### config.mk
export PLATFORM = sky130hd
export DESIGN_NAME = id_stage
export DESIGN_NICKNAME = d
export VERILOG_FILES = /design/src/rtl/id_stage.sv
export SDC_FILE = /design/constraint.sdc
export NUM_CORES = 1
export LEC_CHECK = 0
export CAP_MARGIN = 15
export CORE_ASPECT_RATIO = 1.25
export CORE_MARGIN = 2
export CORE_UTILIZATION = 45
export CTS_CLUSTER_SIZE = 20
export DETAILED_ROUTE_END_ITERATION = 12
export HOLD_SLACK_MARGIN = 0.08
export PLACE_DENSITY_LB_ADDON = 0.3
export RECOVER_POWER = 25
export SLEW_MARGIN = 20
export SYNTH_ARGS = -nofsm -noshare
export SYNTH_HDL_FRONTEND = slang
export SYNTH_SLANG_ARGS = --single-unit
### constraint.sdc
create_clock -name clk -period 3.95 [get_ports clk]
set_input_delay 0.79 -clock clk [delete_from_list [all_inputs] [get_ports clk]]
set_output_delay 0.79 -clock clk [all_outputs]
set_load 0.02 [all_outputs]
### src/rtl/id_stage.sv
`default_nettype none
// +----------------------------------------------------------------------------+
// | Module      : id_stage                                                     |
// | Description : Registered RV32/RV64 decode stage with load-use and jump     |
// |               interlocks, sitting between IF and EX.                       |
// | Revision    : 1.0 - initial release                                        |
// +----------------------------------------------------------------------------+
module id_stage #(
  parameter int XLEN             = 32,
  parameter int REG_ADDR_WIDTH   = 5,
  parameter int LOAD_USE_BUBBLES = 1
) (
  input  logic                      clk,
  input  logic                      rst_n,
  input  logic                      in_valid,
  output logic                      in_ready,
  input  logic [31:0]               inst,
  input  logic [XLEN-1:0]           inst_addr,
  output logic [REG_ADDR_WIDTH-1:0] regs_addr1,
  output logic [REG_ADDR_WIDTH-1:0] regs_addr2,
  input  logic [XLEN-1:0]           regs_data1,
  input  logic [XLEN-1:0]           regs_data2,
  input  logic                      flush,
  output logic                      out_valid,
  input  logic                      out_ready,
  output logic [XLEN-1:0]           out_operand1,
  output logic [XLEN-1:0]           out_operand2,
  output logic [XLEN-1:0]           out_rs2_data,
  output logic [XLEN-1:0]           out_imm,
  output logic [REG_ADDR_WIDTH-1:0] out_rd,
  output logic                      out_rd_we,
  output logic [6:0]                out_opcode,
  output logic [2:0]                out_funct3,
  output logic [6:0]                out_funct7,
  output logic [XLEN-1:0]           out_inst_addr,
  output logic                      out_is_load,
  output logic                      out_illegal
);

  localparam logic [6:0] c_op_r      = 7'b0110011;
  localparam logic [6:0] c_op_i      = 7'b0010011;
  localparam logic [6:0] c_op_load   = 7'b0000011;
  localparam logic [6:0] c_op_jalr   = 7'b1100111;
  localparam logic [6:0] c_op_store  = 7'b0100011;
  localparam logic [6:0] c_op_branch = 7'b1100011;
  localparam logic [6:0] c_op_lui    = 7'b0110111;
  localparam logic [6:0] c_op_auipc  = 7'b0010111;
  localparam logic [6:0] c_op_jal    = 7'b1101111;
  localparam logic [6:0] c_op_system = 7'b1110011;
  localparam logic [1:0] c_bubbles   = 2'(LOAD_USE_BUBBLES);

  typedef enum logic [0:0] {ST_RUN = 1'b0, ST_WAIT_JUMP = 1'b1} state_t;

  state_t                    r_state;
  logic [1:0]                r_bubble_cnt;
  logic [REG_ADDR_WIDTH-1:0] r_load_rd;

  logic [6:0]                w_opcode;
  logic [REG_ADDR_WIDTH-1:0] w_rs1, w_rs2, w_rd;
  logic [XLEN-1:0]           w_imm_i, w_imm_s, w_imm_b, w_imm_u, w_imm_j;
  logic [XLEN-1:0]           w_op1, w_op2, w_imm;
  logic                      w_use1, w_use2, w_wb, w_illegal;
  logic                      w_match_out, w_match_load, w_hazard, w_accept, w_is_jump;

  assign w_opcode = inst[6:0];
  assign w_rs1    = REG_ADDR_WIDTH'(inst[19:15]);
  assign w_rs2    = REG_ADDR_WIDTH'(inst[24:20]);
  assign w_rd     = REG_ADDR_WIDTH'(inst[11:7]);

  assign w_imm_i = XLEN'($signed(inst[31:20]));
  assign w_imm_s = XLEN'($signed({inst[31:25], inst[11:7]}));
  assign w_imm_b = XLEN'($signed({inst[31], inst[7], inst[30:25], inst[11:8], 1'b0}));
  assign w_imm_u = XLEN'($signed({inst[31:12], 12'b0}));
  assign w_imm_j = XLEN'($signed({inst[31], inst[19:12], inst[20], inst[30:21], 1'b0}));

  always_comb begin
    w_op1     = '0;
    w_op2     = '0;
    w_imm     = '0;
    w_use1    = 1'b0;
    w_use2    = 1'b0;
    w_wb      = 1'b0;
    w_illegal = 1'b0;
    case (w_opcode)
      c_op_r: begin
        w_op1 = regs_data1; w_op2 = regs_data2;
        w_use1 = 1'b1; w_use2 = 1'b1; w_wb = 1'b1;
      end
      c_op_i, c_op_load, c_op_jalr: begin
        w_op1 = regs_data1; w_op2 = w_imm_i; w_imm = w_imm_i;
        w_use1 = 1'b1; w_wb = 1'b1;
      end
      c_op_store: begin
        w_op1 = regs_data1; w_op2 = regs_data2; w_imm = w_imm_s;
        w_use1 = 1'b1; w_use2 = 1'b1;
      end
      c_op_branch: begin
        w_op1 = regs_data1; w_op2 = regs_data2; w_imm = w_imm_b;
        w_use1 = 1'b1; w_use2 = 1'b1;
      end
      c_op_lui: begin
        w_op2 = w_imm_u; w_imm = w_imm_u; w_wb = 1'b1;
      end
      c_op_auipc: begin
        w_op1 = inst_addr; w_op2 = w_imm_u; w_imm = w_imm_u; w_wb = 1'b1;
      end
      c_op_jal: begin
        w_op1 = inst_addr; w_op2 = w_imm_j; w_imm = w_imm_j; w_wb = 1'b1;
      end
      c_op_system: ;
      default: w_illegal = 1'b1;
    endcase
  end

  assign regs_addr1 = w_use1 ? w_rs1 : '0;
  assign regs_addr2 = w_use2 ? w_rs2 : '0;

  // Only sources the instruction actually reads can create a dependency.
  assign w_match_out  = (w_use1 && (w_rs1 == out_rd)) || (w_use2 && (w_rs2 == out_rd));
  assign w_match_load = (w_use1 && (w_rs1 == r_load_rd)) || (w_use2 && (w_rs2 == r_load_rd));
  assign w_hazard     = (out_valid && out_is_load && out_rd_we && w_match_out) ||
                        ((r_bubble_cnt != 2'd0) && w_match_load);

  assign in_ready  = rst_n && (r_state == ST_RUN) && !flush && !w_hazard &&
                     (!out_valid || out_ready);
  assign w_accept  = in_valid && in_ready;
  assign w_is_jump = (w_opcode == c_op_jal) || (w_opcode == c_op_jalr);

  always_ff @(posedge clk or negedge rst_n) begin
    if (!rst_n) begin
      r_state       <= ST_RUN;
      r_bubble_cnt  <= 2'd0;
      r_load_rd     <= '0;
      out_valid     <= 1'b0;
      out_operand1  <= '0;
      out_operand2  <= '0;
      out_rs2_data  <= '0;
      out_imm       <= '0;
      out_rd        <= '0;
      out_rd_we     <= 1'b0;
      out_opcode    <= '0;
      out_funct3    <= '0;
      out_funct7    <= '0;
      out_inst_addr <= '0;
      out_is_load   <= 1'b0;
      out_illegal   <= 1'b0;
    end else if (flush) begin
      out_valid    <= 1'b0;
      r_bubble_cnt <= 2'd0;
      r_state      <= ST_RUN;
    end else begin
      if (w_accept) begin
        out_valid     <= 1'b1;
        out_operand1  <= w_op1;
        out_operand2  <= w_op2;
        out_rs2_data  <= w_use2 ? regs_data2 : '0;
        out_imm       <= w_imm;
        out_rd        <= w_rd;
        out_rd_we     <= w_wb && (w_rd != '0);
        out_opcode    <= w_opcode;
        out_funct3    <= inst[14:12];
        out_funct7    <= inst[31:25];
        out_inst_addr <= inst_addr;
        out_is_load   <= (w_opcode == c_op_load);
        out_illegal   <= w_illegal;
        if (w_is_jump) r_state <= ST_WAIT_JUMP;
      end else if (out_ready) begin
        out_valid <= 1'b0;
      end
      // A departing load arms the bubble counter against its destination.
      if (out_valid && out_ready && out_is_load && out_rd_we) begin
        r_load_rd    <= out_rd;
        r_bubble_cnt <= c_bubbles;
      end else if (r_bubble_cnt != 2'd0) begin
        r_bubble_cnt <= r_bubble_cnt - 2'd1;
      end
    end
  end

endmodule
`default_nettype wire
Word level (Yosys, flattened, before mapping). Index checks and enable logic that the tools add are counted. W data, S select, Z words.

Flip-flop bits (word level): 194. Bits of input ports: 133. Output and inout bits: 197. Logic and storage cells: 93.

$add $sub $neg: 1. Equal/unequal tests: 14. Muxes and demuxes: 19. Bitwise operators: 2. Reductions and logical operators: 41.

Operators with widths (count): $pmux W32 S5 (1); $pmux W32 S4 (1); $pmux W32 S2 (1); $mux W32 (1); $eq A7 B7 Y1 const B (4); $eq A7 B6 Y1 const B (3); $eq A5 B5 Y1 (4); $logic_and A1 B1 Y1 (17); $eq A7 B5 Y1 const B (2); $mux W1 (10); $mux W5 (2); $reduce_or A10 Y1 (1); $eq A7 B2 Y1 const B (1); $reduce_or A7 Y1 (1); $mux W2 (3); $reduce_and A2 Y1 (3); $reduce_bool A2 Y1 (3); $reduce_bool A3 Y1 (2); $reduce_or A3 Y1 (2); $reduce_or A6 Y1 (1); $logic_or A1 B1 Y1 (5); $reduce_bool A5 Y1 (1); $reduce_or A2 Y1 (2); $logic_not A1 Y1 (3); 2 further kinds (3).

Longest topological paths before layout. Gate-level depths: netlist of the first run.

Depth after elaboration: 13. Depth in mapped cells: 10. Mapped depth without buffers: 7.

Least setup slack after synthesis of the first run. No wires, ideal clock.

Kind: input port to output port. Start: input port inst[3]. End: output port regs_addr1[0]. Data arrival time: 2009 ps. Data required time: 3160 ps. Path slack: 1151 ps. Cell stages on the path: 5. Path buffers: 2. Path through: nand3b_4 a211oi_1 clkbuf_1 clkbuf_1 and2_1.

Cells in the longest elaborated chain, start to end: 4. Elaborated cells on any way between the ends: 9. Classes of those cells: eq/ne: 6; mux: 2; reduce/logical: 1.

RTL lines: start: declaration (RTL line 17) `input logic [31:0] inst,`; $eq A7 B7 Y1, or another cell as far along (RTL line 84) `case (w_opcode)`; $reduce_or A6 Y1 (no line) (*); $mux W1 (*) (RTL line 84); $mux W5 (*) (RTL line 115) `assign regs_addr1 = w_use1 ? w_rs1 : '0;`; end: declaration (RTL line 19) `output logic [REG_ADDR_WIDTH-1:0] regs_addr1,`.

Mark *: on every way between the ends. The rest lies on a longest branch, timed or not.

Worst setup path in the final report of the first run.
Start: input port inst[6]. End: output port in_ready.

Cells in the longest elaborated chain, start to end: 10. Elaborated cells on any way between the ends: 22. Classes of those cells: eq/ne: 6; mux: 2; reduce/logical: 14.

RTL lines: $eq A7 B7 Y1, or another cell as far along (RTL line 84); $reduce_or A6 Y1 (no line) or $reduce_or A3 Y1 (tied branches); $mux W1 (RTL line 84); $logic_and A1 B1 Y1, on equally long branches (RTL line 119, 120); $logic_or A1 B1 Y1, on equally long branches (RTL line 119, 120); $logic_and A1 B1 Y1, on equally long branches (RTL line 121, 122); $logic_or A1 B1 Y1 (*) (RTL line 121) `assign w_hazard = (out_valid && out_is_load && out_rd_we && w_match_out) ||`; $logic_not A1 Y1 (*) (RTL line 124) `assign in_ready = rst_n && (r_state == ST_RUN) && !flush && !w_hazard &&`; $logic_and A1 B1 Y1 (*) (2 in a row) (RTL line 124); end: declaration (RTL line 16) `output logic in_ready,`.

Marked as above.

==> impl_metrics.yaml, run 1 <==
drt:
  first_iter_violations: 286
  drt-total-wl_microns: 26410
  first_pass_iters: 4
  avgRoutedWirePerCell_microns: 19.78
  via_count: 6892
  drc: 0
  postRouteAntennaNets: 0
  routed_via_density: 5.163
worst_setup_path:
  startpoint_type: "primary input"
  arrival_ns: 2.96
  path_max_fanout: 10
  cp-end-kind: "output port"
  crit_required_ns: 3.16
  criticalPathCategory: "primary input to output port"
final_layout:
  syn_to_final_growth_pct: 45.43
  final_common_cell: "clkdlybuf4s50_1"
  most-common-layout-cells: "clkdlybuf4s50_1 (311), dfrtp_1 (194), nand2_1 (102), mux2_4 (94), mux2_2 (63)"
  fin_util_pct: 66.51
  fin_nets: 1187
  antenna_cells: 0
  drive_gt1_share_pct: 20.47
  final_area_sq_um: 13370
power:
  p_leak_nw: 6.087
  ir_worst_vdd_uv: 300.7
  power.density_nw_per_um2: 392.9
flow_run:
  maxCapViolations: 2
grt:
  grt_use_met2_pct: 40.31
  antenna_found_initial: 0
  grt_pass1_wl_microns: 41300
  grt_usage_pct: 24.61
  grt_pass1_vias: 7250
  grt-busiest-layer: "met2"
  grtUsageMet1_pct: 30.94
  grt_max_degree: 96
  grt_remaining_overflow: 0
  met3_usage_pct: 7.284
clock_network:
  cts_root_buf: "clkbuf_16"
  cts_setup_buffers: 0
  cts_resized: 0
  h-tree-depth: 4
  cts_hold_buf: 0
  clock_latency_ns: 0.43
  clock_sinks: 194
  cts_buffers: 17
  cts_tree: "built"
  clock_path_buffers: 2
  clk_pin_slew_worst_paths_ns: 0.07
placement:
  place.detailed.hpwl_microns: 19530
  placed_area_sq_um: 12830
  routabilityCongestion: 0.8542
  dpl_worst_slack_ns: 0.2040
  io_buffers: 329
floorplan:
  die_h_microns: 163.8
  die-width_microns: 131.8
  row_count: 58
  initial_utilization_pct: 45.73
  coreArea_sq_um: 20100
  ios: 330
  die_area_sq_um: 21590
sta:
  timing.final.crit_period_ns: 3.753
  hold_viol: 0
  fmax_mhz: 266.5
  setup_viol: 0
  final.setup_skew_ns: 0.009657
  fin_crit_sh_pct: 95.01
  fin_setup_tns_ns: 0
  rsz0062_at_grt: "no"
  setup_ws_ns: 0.1971
  slew-limit-headroom_pct: -6.378
  drv_slew: 127
  tightest_slew_ns: 1.596
synthesis:
  ys_async_sr_fraction_pct: 100.0
  synthesis.area_sq_um: 9193
  seq_area_frac_synth_pct: 52.81
  postSynthCellCount: 722
  syn_area_per_cell_sq_um: 12.73
  synth_cell_types: 42
  synth_top_area_share_pct: 52.81
  synth_fp_nets: 856
  ys_warn_count: 0
  synth_edf_count: 0
  synth_top_cell_by_area: "dfrtp_1"
  synthFlopType: "dfrtp_1"
  synthTopCellsByArea: "dfrtp_1 (53%), mux2_4 (15%), mux2_2 (7.7%)"
  ys_ff_latch: 194
min_path:
  hold_path.class: "flop to flop"
run_status:
  failed_checks: "capacitance limit, slew limit"
  status: "finished, violations left"
==> state kept, by name (all words and copies together) (netlist names), 7 cells and up <==
name           flops
out_funct7         7
out_imm           32
out_inst_addr     32
out_opcode         7
out_operand1      32
out_operand2      32
out_rs2_data      32
==> layout make-up <==
cell class | instances | area [sq um]
tap | 270 | 337.8
inverter | 39 | 146.4
clock buffer | 20 | 456.7
clock inverter | 11 | 97.59
multi-input combinational | 448 | 3964
timing repair buffer | 353 | 3512
fill | 1550 | 6733
sequential | 194 | 4855
==> synthesized netlist by cell type (2+ instances only) <==
| cell type | instances |
|---|---|
| a21oi_1 | 14 |
| a22o_1 | 33 |
| and2_1 | 16 |
| and3_1 | 4 |
| buf_1 | 2 |
| buf_2 | 13 |
| buf_6 | 11 |
| clkbuf_1 | 14 |
| dfrtp_1 | 194 |
| inv_1 | 39 |
| mux2_2 | 63 |
| mux2_4 | 94 |
| mux2i_1 | 34 |
| nand2_1 | 102 |
| nand2b_1 | 2 |
| nand3_1 | 16 |
| nand3b_1 | 7 |
| nand4_1 | 3 |
| nor2_1 | 8 |
| nor2b_1 | 2 |
| nor3_1 | 5 |
| o21ai_0 | 3 |
| o21ai_1 | 3 |
| o22ai_1 | 3 |
| xnor2_1 | 12 |
| xor2_1 | 9 |
==> final timing paths <==
check / from / end / slack (ns) / cells after the start
setup / recovery: inst[6] / in_ready / 0.20 / 7
hold / removal: out_operand1[11] / out_operand1[11] / 0.50 / 1
setup reg to reg: r_bubble_cnt[0] / out_operand2[17] / 1.51 / 7
hold reg to reg: out_operand1[11] / out_operand1[11] / 0.50 / 1
max in group asynchronous: rst_n / out_funct3[1] / 0.72 / 3
min in group asynchronous: rst_n / out_rs2_data[21] / 0.91 / 2
==> logic make-up after synthesis <==
kind of cell / share of synthesized area [%]
flip-flops: 52.81
multiplexers: 26.77
AO/OA/AOI/OAI: 5.009
AND/OR/NAND/NOR: 8.888
XOR/XNOR: 2.001
buffers and inverters: 4.383
adder cells (fa/ha/maj): 0.1361
==> critical path: stages <==
cell and delay [ns]:
clkdlybuf4s50_1 0.72, nor2b_1 0.16, a211oi_4 0.42, o21ai_1 0.15
nand2_1 0.09, nor2_1 0.05, clkdlybuf4s50_1 0.57
==> stage by stage <==
step                instances  power (mW)  hold WS, ns
CTS                      1335       5.322       0.5121
floorplan                 722       2.943       0.4801
global route             1335       5.476       0.5162
detailed placement       1304       3.649       0.4912
finish                   1335       5.253       0.5027
global placement         1304       3.626       0.4884
==> report_power, final <==
part           switching [mW]  total [mW]  internal (mW)  leakage [nW]
combinational           0.583        1.29          0.707          3.24
clock                   0.798        1.65          0.857         0.264
sequential              0.126        2.31           2.18          2.58
total                    1.51        5.25           3.75          6.09
==> per-layer routing <==
layer  part of all wire, %  wire (microns)  vias to the layer above
li1                      -               -                     3139
met1                    41           10860                     3415
met2                    48           12770                      297
met3                   7.7            2037                       41
met4                   2.8             741                        0
met5                     0               0                        -
No activity file was read; power rests on OpenSTA's default activity.
==> inputs of run 2 (changes only) <==
--- a/config.mk
+++ b/config.mk
@@ -6,9 +6,11 @@
 export NUM_CORES = 1
 export LEC_CHECK = 0
 export CAP_MARGIN = 15
+export CELL_PAD_IN_SITES_DETAIL_PLACEMENT = 1
+export CELL_PAD_IN_SITES_GLOBAL_PLACEMENT = 1
 export CORE_ASPECT_RATIO = 1.25
 export CORE_MARGIN = 2
-export CORE_UTILIZATION = 45
+export CORE_UTILIZATION = 38
 export CTS_CLUSTER_SIZE = 20
 export DETAILED_ROUTE_END_ITERATION = 12
 export HOLD_SLACK_MARGIN = 0.08
==> run 2 against run 1 <==
The flow still finishes with violations (capacitance limit, slew limit); core utilization down 9.4 points; maximum frequency fell by 0.55%; critical path type unchanged; clock power is 15% higher; flip-flop and latch count unchanged; sequential power hardly changed; clock skew is 0.0043 ns higher; combinational power is essentially flat; highest routed layer unchanged; sequential share of layout area decreased by 0.47 points; critical endpoint is now regs_addr2[3].
==> impl_metrics.yaml, run 2 (synthesis gave the netlist of run 1 again) <==
placement:
  placed_cells: 1360
  routabilityCongestion: 0.8523
  io_buffers: 329
  place.detailed.hpwl_microns: 21590
floorplan:
  ios: 330
  die_h_microns: 177.9
  coreArea_sq_um: 23730
  die-width_microns: 143.1
  row_count: 63
  initial_utilization_pct: 38.74
  die_area_sq_um: 25460
worst_setup_path:
  cpMaxStageDelayCell: "clkdlybuf4s50_1"
  ff2ff_setup_slack_ns: 1.47
  criticalPathCategory: "primary input to output port"
  crit_chain: "clkdlybuf4s50_1 > nand3b_4 > a211oi_4 > buf_4 > and2_1 > clkdlybuf4s50_1"
  crit_required_ns: 3.16
  path_max_fanout: 17
  arrival_ns: 2.98
  critical-path-max-stage-delay_ns: 0.60
  path_common_cell: "clkdlybuf4s50_1"
  startpoint_type: "primary input"
  cp-end-kind: "output port"
  timing.rr.start: "r_bubble_cnt[0]"
  worstRegToRegCells: 9
  reg2reg_to: "out_operand2[11]"
sta:
  setup_viol: 0
  timing.final.crit_period_ns: 3.774
  final.setup_skew_ns: 0.01394
  hold_viol: 0
  fin_setup_tns_ns: 0
  tightest_slew_ns: 2.550
  fin_crit_sh_pct: 95.54
  rsz0062_at_grt: "no"
  slew-limit-headroom_pct: -70.00
  fmax_mhz: 265.0
  hold_slack_ns: 0.5056
  drv_slew: 102
final_layout:
  fillCellCount: 2416
  most-common-layout-cells: "clkdlybuf4s50_1 (327), dfrtp_1 (194), nand2_1 (102), mux2_4 (94), mux2_2 (63)"
  final_common_cell: "clkdlybuf4s50_1"
  syn_to_final_growth_pct: 47.34
  drive_gt1_share_pct: 20.69
  fin_nets: 1189
  instances_no_fill: 1394
min_path:
  min_to: "out_operand2[2]"
  worstHoldPathCells: 1
  worstHoldStart: "out_operand2[2]"
  hold_path.class: "flop to flop"
clock_network:
  clk_pin_slew_worst_paths_ns: 0.07
  clock_latency_ns: 0.44
  clock_sinks: 194
  cts_tree: "built"
  clock_path_buffers: 2
  cts_hold_buf: 0
  cts_root_buf: "clkbuf_16"
  cts_buffers: 17
  cts_resized: 0
  cts_setup_buffers: 0
  h-tree-depth: 4
drt:
  postRouteAntennaNets: 0
  avgRoutedWirePerCell_microns: 21.56
  routed_via_density: 4.984
  drt-total-wl_microns: 30060
  first_iter_violations: 228
  via_count: 6947
  drc: 0
  first_pass_iters: 4
flow_run:
  maxCapViolations: 1
power:
  power_mw: 5.529
  ir_worst_vdd_uv: 276.4
  power.density_nw_per_um2: 408.2
  p_leak_nw: 6.109
grt:
  grt_remaining_overflow: 0
  grt_pass1_vias: 7651
  grt_max_degree: 195
  grt_pass1_wl_microns: 45240
  grt_usage_pct: 23.56
  antenna_found_initial: 1
run_status:
  status: "finished, violations left"
  failed_checks: "capacitance limit, slew limit"
## run 2: cell types whose count changed in the layout (fill, tap and decap cells not counted), moves of 2 or more
cell,previous run,this run
buf_4,18,20
bufinv_16,0,4
clkdlybuf4s50_1,311,327
clkinvlp_4,3,1
dlygate4sd3_1,17,1
inv_6,4,6
inv_8,2,0
## run 2: worst max-delay path: cells and delay by family
family	cells	cell delay, ns
and+or+nand+nor	2	0.35
buffers and inverters	3	1.44
AOI/OAI and AO/OA	1	0.40
## run 2: area by class of cell
| type | instances | area (sq um) | area share [%] |
|---|---|---|---|
| antenna | 1 | 2.502 | 0.01848 |
| clock buffer | 19 | 442.9 | 3.270 |
| clock inverter | 13 | 193.9 | 1.432 |
| inverter | 39 | 146.4 | 1.081 |
| multi-input combinational | 448 | 3964 | 29.27 |
| sequential | 194 | 4855 | 35.84 |
| tap | 325 | 406.6 | 3.002 |
| timing repair buffer | 355 | 3533 | 26.09 |
## run 2: where the power goes
part	internal (mW)	switching, mW	leakage, nW	total (mW)
clock network	1.09	0.812	0.310	1.90
registers	2.18	0.130	2.58	2.31
logic	0.715	0.598	3.22	1.31
## run 2: worst max path at each step
stage                       start            end  slack, ns  cells after the start
after floorplan           inst[3]  regs_addr1[0]       1.15                      5
after global placement    inst[1]  regs_addr2[1]       0.25                      6
after detailed placement  inst[1]  regs_addr2[3]       0.20                      6
after CTS                 inst[1]  regs_addr2[3]       0.18                      6
after global routing      inst[2]  regs_addr2[3]       0.09                      6
final                     inst[1]  regs_addr2[3]       0.18                      6
## run 2: per-stage QoR
stage	area [sq um]	setup WS (ns)	utilization, %
2_1_floorplan	9193	1.151	-
3_3_place_gp	12920	0.2464	54.45
3_5_place_dp	12920	0.2014	54.45
4_1_cts	13560	0.1810	57.13
5_1_grt	13540	0.09378	57.08
6_report	13540	0.1764	57.08
## run 2: routing by layer
layer,part of all wire [%],global-route usage (%),vias up
met5,0,0,-
met4,1.5,5.899,0
met3,8.8,9.039,29
met2,51,41.29,249
met1,39,26.93,3519
li1,-,-,3150
==> inputs of run 3 (changes only) <==
--- a/config.mk
+++ b/config.mk
@@ -13,6 +13,7 @@
 export CORE_UTILIZATION = 38
 export CTS_CLUSTER_SIZE = 20
 export DETAILED_ROUTE_END_ITERATION = 12
+export GPL_TIMING_DRIVEN = 0
 export HOLD_SLACK_MARGIN = 0.08
 export PLACE_DENSITY_LB_ADDON = 0.3
 export RECOVER_POWER = 25
==> run 3 against run 2 <==
The run still ends with capacitance limit, slew limit left; power decreased by 1.5%; core utilization grew 0.069 points; sequential share of layout area barely moved; setup slack worse by 0.071 ns; routed wire length rose by 3.6%; clock power is 4% lower; critical path depth rose by 1; global-route usage is 0.79 points higher; register-to-register slack better by 0.15 ns; largest cell class unchanged.
==> impl_metrics.yaml, run 3 (synthesis gave the netlist of run 1 again) <==
sta:
  final.setup_skew_ns: 0.01114
  slew-limit-headroom_pct: -60.61
  timing.final.crit_period_ns: 3.845
  rsz0062_at_grt: "no"
  drv_slew: 93
  tightest_slew_ns: 2.409
  fin_crit_sh_pct: 97.34
  hold_viol: 0
  setup_ws_ns: 0.1052
  hold_slack_ns: 0.1383
  fmax_mhz: 260.1
  fin_setup_tns_ns: 0
  setup_viol: 0
final_layout:
  antenna_cells: 0
  fillCellCount: 2445
  fin_util_pct: 57.15
  most-common-layout-cells: "clkdlybuf4s50_1 (319), dfrtp_1 (194), nand2_1 (102), mux2_4 (94), mux2_2 (63)"
  syn_to_final_growth_pct: 47.52
  instances_no_fill: 1408
  drive_gt1_share_pct: 20.59
  final_common_cell: "clkdlybuf4s50_1"
  final_area_sq_um: 13560
  fin_nets: 1205
drt:
  drc: 0
  first_pass_iters: 4
  routed_via_density: 4.951
  via_count: 6971
  drt-total-wl_microns: 31150
  postRouteAntennaNets: 0
  avgRoutedWirePerCell_microns: 22.13
  first_iter_violations: 210
power:
  ir_worst_vdd_uv: 303.4
  p_leak_nw: 6.184
  power.density_nw_per_um2: 401.6
  power_mw: 5.446
min_path:
  hold_path.class: "primary input to async pin"
worst_setup_path:
  criticalPathCategory: "primary input to output port"
  crit_required_ns: 3.16
  arrival_ns: 3.05
  startpoint_type: "primary input"
  cp-end-kind: "output port"
  path_max_fanout: 10
grt:
  grt_remaining_overflow: 0
  grt_max_degree: 95
  antenna_found_initial: 0
  grt_pass1_wl_microns: 46310
  grt_pass1_vias: 7589
  grt_usage_pct: 24.35
clock_network:
  clk_pin_slew_worst_paths_ns: 0.07
  cts_root_buf: "clkbuf_16"
  h-tree-depth: 4
  clock_path_buffers: 2
  cts_tree: "built"
  clock_sinks: 194
  clock_latency_ns: 0.44
  cts_buffers: 17
  cts_setup_buffers: 0
  cts_hold_buf: 0
run_status:
  status: "finished, violations left"
  failed_checks: "capacitance limit, slew limit"
floorplan:
  initial_utilization_pct: 38.74
  ios: 330
  row_count: 63
  coreArea_sq_um: 23730
  die-width_microns: 143.1
  die_area_sq_um: 25460
  die_h_microns: 177.9
placement:
  placed_area_sq_um: 12940
  routabilityCongestion: 0.7598
  place.detailed.hpwl_microns: 23700
  placed_cells: 1377
  dpl_worst_slack_ns: -0.7512
  io_buffers: 328
flow_run:
  maxCapViolations: 1
==> run 3: changes by cell type in the layout (fill, tap and decap cells not counted), sizes merged <==
cell | before | now
dlygate4sd3 | 1 | 0
clkbuf | 21 | 37
inv | 45 | 40
buf | 25 | 30
dlymetal6s2s | 0 | 1
bufinv | 4 | 3
clkinv | 2 | 3
dlygate4sd2 | 0 | 7
clkdlybuf4s50 | 327 | 319
diode | 1 | 0
==> run 3: worst max-delay path: stages <==
cell and delay, ns:
clkdlybuf4s50_1 0.57, nand3b_4 0.17, a211oi_4 0.28, clkbuf_8 0.25, clkbuf_4 0.24, and2_1 0.15, clkdlybuf4s50_1 0.60
==> run 3: worst paths after layout <==
| path | from | to | slack (ns) | cells after the start |
|---|---|---|---|---|
| setup / recovery | inst[1] | regs_addr2[2] | 0.11 | 7 |
| hold / removal | rst_n | out_inst_addr[9] | 0.14 | 1 |
| setup reg to reg | out_is_load | out_rs2_data[6] | 1.62 | 9 |
| hold reg to reg | out_operand2[0] | out_operand2[0] | 0.51 | 1 |
| max in group asynchronous | rst_n | out_rs2_data[3] | 1.27 | 2 |
| min in group clk | out_operand2[0] | out_operand2[0] | 0.51 | 1 |
==> run 3: where the power goes <==
part / switching, mW / total [mW] / leakage, nW / internal [mW]
clock: 0.762 / 1.82 / 0.300 / 1.06
combinational: 0.599 / 1.31 / 3.31 / 0.711
sequential: 0.127 / 2.31 / 2.58 / 2.18
total: 1.49 / 5.45 / 6.18 / 3.96
==> run 3: timing repair <==
action | in CTS | in global routing
endpoints found under the setup margin | 10 | 7
gates cloned | 0 | 0
gates resized for setup | 18 | 2
pin swaps | 0 | 1
==> run 3: area by class of cell <==
type / count / area [sq um] / share of cell area [%]
Inverter: 39 / 146.4 / 1.080
Clock inverter: 8 / 125.1 / 0.9227
Tap cell: 325 / 406.6 / 2.999
Buffer: 41 / 277.8 / 2.048
Clock buffer: 23 / 488.0 / 3.598
Sequential cell: 194 / 4855 / 35.80
Multi-Input combinational cell: 448 / 3948 / 29.11
Timing Repair Buffer: 330 / 3314 / 24.44
==> run 3: per-layer routing <==
metal | vias to the layer above | part of all wire (%) | GRT usage (%)
li1 | 3171 | - | -
met1 | 3514 | 38 | 27.32
met2 | 254 | 51 | 43.70
met3 | 32 | 8.5 | 7.798
met4 | 0 | 2.0 | 7.508
met5 | - | 0 | 0
